--- config.mk ---
export PLATFORM = sky130hd
export DESIGN_NAME = writeback_stage
export DESIGN_NICKNAME = d
export VERILOG_FILES = /design/src/rtl/writeback_stage.sv
export SDC_FILE = /design/constraint.sdc
export NUM_CORES = 1
export LEC_CHECK = 0
export ABC_CLOCK_PERIOD_IN_PS = 3000
export CAP_MARGIN = 20
export CORE_ASPECT_RATIO = 0.7
export CORE_MARGIN = 10
export CORE_UTILIZATION = 50
export DETAILED_ROUTE_END_ITERATION = 6
export GPL_TIMING_DRIVEN = 0
export PLACE_DENSITY = 0.78
export SYNTH_ARGS = -nofsm -noshare
export SYNTH_HDL_FRONTEND = slang
export SYNTH_SLANG_ARGS = --single-unit
export TNS_END_PERCENT = 5
--- constraint.sdc ---
create_clock -name clk -period 3 [get_ports clk]
set_input_delay 0.45 -clock clk [delete_from_list [all_inputs] [get_ports clk]]
set_output_delay 0.45 -clock clk [all_outputs]
set_load 0.05 [all_outputs]
--- src/rtl/writeback_stage.sv ---
// MEM/WB pipeline register with load alignment/extension, result select and
// retired-instruction counter feeding the register-file write port.
module writeback_stage #(
    parameter int XLEN  = 64,
    parameter int CNT_W = 64
) (
    input  logic             clk,
    input  logic             rst_n,
    input  logic             Stall_W,
    input  logic             Flush_W,
    input  logic             Valid_M,
    input  logic [XLEN-1:0]  ALUResult_M,
    input  logic [XLEN-1:0]  ReadData_M,
    input  logic [XLEN-1:0]  PCPlus4_M,
    input  logic [XLEN-1:0]  ImmExt_M,
    input  logic [1:0]       ResultSrc_M,
    input  logic [2:0]       Funct3_M,
    input  logic             RegWrite_M,
    input  logic [4:0]       Rd_M,
    output logic [XLEN-1:0]  Result_W,
    output logic [4:0]       Rd_W,
    output logic             RegWrite_W,
    output logic             Valid_W,
    output logic [CNT_W-1:0] InstRet_W
);

    logic             valid_reg;
    logic             regwrite_reg;
    logic [4:0]       rd_reg;
    logic [XLEN-1:0]  alu_reg;
    logic [XLEN-1:0]  rdata_reg;
    logic [XLEN-1:0]  pc4_reg;
    logic [XLEN-1:0]  imm_reg;
    logic [1:0]       src_reg;
    logic [2:0]       funct3_reg;
    logic [CNT_W-1:0] cnt_reg;

    always_ff @(posedge clk or negedge rst_n) begin
        if (!rst_n) begin
            valid_reg    <= 1'b0;
            regwrite_reg <= 1'b0;
            rd_reg       <= '0;
            alu_reg      <= '0;
            rdata_reg    <= '0;
            pc4_reg      <= '0;
            imm_reg      <= '0;
            src_reg      <= '0;
            funct3_reg   <= '0;
            cnt_reg      <= '0;
        end else if (Flush_W) begin
            // Bubble: only the qualifiers matter, payload fields simply hold.
            valid_reg    <= 1'b0;
            regwrite_reg <= 1'b0;
        end else if (!Stall_W) begin
            valid_reg    <= Valid_M;
            regwrite_reg <= RegWrite_M;
            rd_reg       <= Rd_M;
            alu_reg      <= ALUResult_M;
            rdata_reg    <= ReadData_M;
            pc4_reg      <= PCPlus4_M;
            imm_reg      <= ImmExt_M;
            src_reg      <= ResultSrc_M;
            funct3_reg   <= Funct3_M;
            if (Valid_M)
                cnt_reg <= cnt_reg + CNT_W'(1);
        end
    end

    // Byte offset within the word; 32-bit datapaths only have four lanes.
    logic [2:0] off_raw;
    generate
        if (XLEN == 64) begin : g_off64
            assign off_raw = alu_reg[2:0];
        end else begin : g_off32
            assign off_raw = {1'b0, alu_reg[1:0]};
        end
    endgenerate

    logic [2:0]      off_aligned;
    logic [63:0]     rdata_wide;
    logic [63:0]     shifted;
    logic [63:0]     ext_wide;
    logic [XLEN-1:0] load_data;

    // Extension is done at 64 bits and truncated, so on XLEN=32 the word and
    // doubleword codes collapse to the unmodified word.
    always_comb begin
        off_aligned = off_raw;
        case (funct3_reg[1:0])
            2'b01:   off_aligned = {off_raw[2:1], 1'b0};
            2'b10:   off_aligned = {off_raw[2], 2'b00};
            2'b11:   off_aligned = 3'b000;
            default: off_aligned = off_raw;
        endcase
        rdata_wide = 64'(rdata_reg);
        shifted    = rdata_wide >> {off_aligned, 3'b000};
        case (funct3_reg)
            3'b000:  ext_wide = {{56{shifted[7]}}, shifted[7:0]};
            3'b100:  ext_wide = {56'd0, shifted[7:0]};
            3'b001:  ext_wide = {{48{shifted[15]}}, shifted[15:0]};
            3'b101:  ext_wide = {48'd0, shifted[15:0]};
            3'b010:  ext_wide = {{32{shifted[31]}}, shifted[31:0]};
            3'b110:  ext_wide = {32'd0, shifted[31:0]};
            default: ext_wide = shifted;
        endcase
        load_data = ext_wide[XLEN-1:0];
    end

    always_comb begin
        case (src_reg)
            2'b00:   Result_W = alu_reg;
            2'b01:   Result_W = load_data;
            2'b10:   Result_W = pc4_reg;
            default: Result_W = imm_reg;
        endcase
    end

    assign Rd_W       = rd_reg;
    assign Valid_W    = valid_reg;
    assign RegWrite_W = regwrite_reg & valid_reg & (rd_reg != 5'd0);
    assign InstRet_W  = cnt_reg;

endmodule

### Word-level counts from Yosys, hierarchy flattened

Index checks and enable logic that the tools add are counted.

* input bits: 272
* flip-flop bits (word level): 332
* bits in writable memories: 0
* bits in read-only memories: 0
* memories kept: 0
* bits in latches: 0

* muxes and demuxes: 7
* multiply operators: 0
* equal/unequal tests: 11
* reductions and logical operators: 5
* bitwise operators: 4
* shifts and indexed selects: 1
* $lt $le $gt $ge: 0
* add/subtract/negate cells: 1
* div/mod/pow operators: 0

Operators by type and width (count)
* $pmux W64 S6: 1
* $pmux W64 S3: 1
* $add A64 B1 Y64 const B: 1
* $shr A64 B6 Y64: 1
* $eq A3 B3 Y1 const B: 3
* $pmux W3 S3: 1
* $eq A2 B2 Y1 const B: 3
* $reduce_bool A5 Y1: 1
* $eq A2 B1 Y1 const B: 2
* $mux W1: 4
* $eq A3 B1 Y1 const B: 1
* $eq A3 B2 Y1 const B: 1
* $logic_not A3 Y1: 1
* $reduce_and A3 Y1: 1
* $and A1 B1 Y1: 2
* $logic_not A2 Y1: 1
* $ne A2 B1 Y1 const B: 1
* $not A1 Y1: 2
* $reduce_and A2 Y1: 1

### Depth between registers and ports, before layout

* word-level depth: 5
* depth in mapped cells: 11
* gate-level depth less buffers: 7

### Least setup slack after synthesis

Ideal clock, no wire load.

* path kind: reg2out
* start: register funct3_reg[1]
* end: output Result_W[6]
* cell stages (with the launch flop): 9
* data required time: 2.550 ns
* path slack: -0.160 ns
* arrival time: 2.710 ns
* path through: dfrtp_1 > buf_2 > or3b_1 > clkbuf_1 > buf_1 > a21oi_1 > a211oi_1 > a31oi_1 > o21ai_0

* longest elaborated chain between the ends: 5
* elaborated cells on any way between the ends: 7
* those cells by class: eq/ne: 3; shift: 1; mux: 3

Ends and longest elaborated chain
* from (decl): RTL line 35 `logic [2:0] funct3_reg;`
* from (signal assigned): RTL line 63 `funct3_reg <= Funct3_M;`
* $eq A2 B2 Y1 / $eq A2 B1 Y1 (equally long branches): RTL line 89 `case (funct3_reg[1:0])`
* $pmux W3 S3 (*): RTL line 89
* $shr A64 B6 Y64 (*): RTL line 96 `shifted = rdata_wide >> {off_aligned, 3'b000};`
* $pmux W64 S6 (*): RTL line 97 `case (funct3_reg)`
* $pmux W64 S3 (*): RTL line 110 `case (src_reg)`
* to (decl): RTL line 20 `output logic [XLEN-1:0] Result_W,`

Every way passes the cells marked *; elsewhere a longest branch is shown, timed or not.

### Final worst setup path

* start: register funct3_reg[0]
* end: output Result_W[53]

* longest elaborated chain between the ends: 5
* elaborated cells on any way between the ends: 13
* those cells by class: eq/ne: 8; shift: 1; mux: 3; reduce/logical: 1

Ends and longest elaborated chain (RTL line)
* $eq A2 B2 Y1 / $eq A2 B1 Y1 (equally long branches): 89
* $pmux W3 S3: 89
* $shr A64 B6 Y64: 96
* $pmux W64 S6 (*): 97
* $pmux W64 S3 (*): 110

Marks and branches as above.

==> impl_metrics.tcl <==
set metrics [dict create \
    outcome "finished, violations left" \
    violations "negative setup slack" \
    drive_gt1_share_pct 33.0 \
    detail-route-antenna-nets 0 \
    row_count 54 \
    final_cell_mix "clkdlybuf4s50_1 (341), dfrtp_1 (329), mux2_2 (289)" \
    grt_max_degree 118 \
    tritoncts "yes" \
    syn_nets 1617 \
    whs_ps 312 \
    drv_slew 0 \
    grt_pass1_wl_um 91700 \
    regToRegSetupSlack_ps 590 \
    start_util_pct 51.0 \
    hp-class "in2async" \
    antenna_found_initial 10 \
    grt_pass1_vias 13940 \
    grt_use_total_pct 30.8 \
    ys_seq_area_share_pct 52.1 \
    clk_path_buf_depth 3 \
    overflow 0 \
    slew_headroom_pct 31.9 \
    dieArea_um2 39600 \
    crit_chain "nor2b_4 > mux4_2 > o221ai_2 > a311oi_2 > buf_6 > buf_8 > o21ai_2 > o211ai_1 > buf_4" \
    layout_setup_ws_ps -425 \
    instances_no_fill 2274 \
    fin_skew_ps 7.73 \
    first_pass_iters 7 \
    clk_pin_slew_ps 60 \
    synth_area_leader_cell "dfrtp_1" \
    vias_per_cell 6.00 \
    synthArstFlopShare_pct 100 \
    pin_count 407 \
    crit_arrival_ps 2970 \
    num_vias 13648 \
    fillCellCount 2179 \
    synth_cells 1344 \
    leakage_nw 9.37 \
    dieWidth_um 234 \
    synth_edf_count 0 \
    port_buffers 406 \
    rsz0062_at_grt "yes" \
    period_needed_ps 3420 \
    place_area_um2 20600 \
    critical_path_class "reg2out" \
    dp_hpwl_um 47700 \
    powerDensity_nw_per_um2 677 \
    cap_violations 0 \
    cts_buffers 35 \
    yosys_warnings 0 \
    fin_area_um2 22800 \
    coreArea_um2 31300 \
    dp_cells 2173 \
    clk_latency_ps 520 \
    ys_top_cells_by_area "dfrtp_1 (52%), mux2_2 (20%), xnor2_1 (2.9%), nand2_1 (2.9%), o22ai_1 (2.2%)" \
    final-setup-viol-count 86 \
    r2r_end "InstRet_W[39]$_DFFE_PN0P_" \
    cts_max_level 2 \
    final_common_cell "clkdlybuf4s50_1" \
    syn-cell-area_um2 16000 \
    fmaxAchievable_mhz 292 \
    drtIter0Drc 1286 \
    gp_congestion 0.957 \
    required_ps 2550 \
    syn_to_final_growth_pct 43.0 \
    max-vdd-ir-drop_mv 0.508 \
    r2r-start "InstRet_W[10]$_DFFE_PN0P_" \
    worst_pin_slew_ps 1020 \
    synth-main-ff-cell "dfrtp_1" \
    r2r_cells 8 \
    critPathLaunchType "flop" \
    power.total_mw 15.4 \
    cts.sinks 332 \
    hold_viol 0 \
    drt-total-wl_um 63000 \
    wl_per_cell_um 27.7 \
    max_stage_delay_ps 540 \
    ys_types 66 \
    ys_ff_latch 332 \
    die_h_um 169 \
    slowest_stage "mux4_2" \
    synth_area_per_cell_um2 11.9 \
    setup_tns_ps -18290 \
    fin_crit_sh_pct 114 \
    crit_fanout 8 \
    synth_top_cell_area_share_pct 52.1 \
    end_kind "output pin" \
    layout.nets 2092 \
    drc 0 \
    root_buffer "clkbuf_16" \
]
[cells in the mapped netlist (all sizes together), types with 5 or more instances]
cell / instances
a222oi: 5
a211oi: 5
nor3: 5
xnor2: 53
and3: 9
nor2: 31
nand3: 61
buf: 30
o22ai: 56
xor2: 10
a21o: 7
and2: 8
mux2: 289
a21boi: 28
a21oi: 42
mux2i: 19
and4: 10
nor2b: 10
inv: 7
nand4: 16
dfrtp: 332
o211ai: 15
clkbuf: 61
nand2: 122
o21ai: 51
mux4: 9
nand2b: 8
[cells by family (layout without fill, tap and decap cells)]
kind of cell               Yosys count  count (layout)  synth area share, %
xor gates and xnor gates            63              63                 3.46
buffers and inverters               98             597                 2.49
DFF                                332             332                 52.1
adders and majority gates            1               1               0.0784
and+or+nand+nor                    298             298                 9.58
other                                0              11                    0
AOI/OAI and AO/OA                  235             235                 9.46
muxes                              317             317                 22.9
[power by group]
part	internal (mW)	leakage (nW)	total, mW	switching [mW]
registers	5.04	4.02	5.53	0.493
clock network	2.71	0.588	4.54	1.82
logic	2.22	4.77	5.37	3.15
[worst max path at each step]
stage	startpoint	to	slack, ps	cells past startpoint
2_1_floorplan	funct3_reg[0]$_DFFE_PN0P_	Result_W[47]	-30	7
3_5_place_dp	funct3_reg[0]$_DFFE_PN0P_	Result_W[47]	-1100	9
3_3_place_gp	rst_n	alu_reg[52]$_DFFE_PN0P_	-12900	1
4_1_cts	funct3_reg[0]$_DFFE_PN0P_	Result_W[34]	-410	10
6_report	funct3_reg[0]$_DFFE_PN0P_	Result_W[53]	-420	9
5_1_grt	funct3_reg[0]$_DFFE_PN0P_	Result_W[53]	-420	9
[area by class of cell]
| type | count | area (µm²) | area share [%] |
|---|---|---|---|
| flip-flops and latches | 332 | 8310 | 36.4 |
| repair buffers | 442 | 4460 | 19.5 |
| clock inverters | 11 | 159 | 0.696 |
| clock buffers | 50 | 1020 | 4.48 |
| well taps | 420 | 526 | 2.30 |
| multi-input cells | 914 | 7730 | 33.9 |
| inverters | 7 | 26.3 | 0.115 |
| diodes | 11 | 27.5 | 0.121 |
| plain buffers | 87 | 553 | 2.42 |
[stage by stage]
| stage | utilization [%] | worst slack (ps) |
|---|---|---|
| 5_1_grt | 72.9 | -422 |
| 3_5_place_dp | 66.0 | -1100 |
| 4_1_cts | 71.2 | -406 |
| 6_report | 72.9 | -425 |
| 2_1_floorplan | - | -25.5 |
| 3_3_place_gp | 65.7 | -12900 |
[per-layer routing]
layer,routed length [µm],global-route usage (%),share of wire (%)
met4,1950,8.64,3.1
met5,27,0,0.043
met1,26400,42.7,42
met2,27700,46.4,44
met3,6910,8.65,11
[worst max-delay path, delay by kind of cell (launching register included)]
family	cells	cell delay, ps
simple gates	1	230
flops	1	510
buf+inv	3	590
compound gates	4	570
mux	1	540
[repair_timing]
action | CTS | global route
hold endpoints to repair | 6 | 0
gates cloned | 1 | 2
resized for setup | 573 | 111
pin swaps | 20 | 15
buffers inserted | 14 | 15
hold buffers | 1 | 0
setup endpoints to repair | 174 | 161
Note: power is estimated with default switching activity, not from simulation.
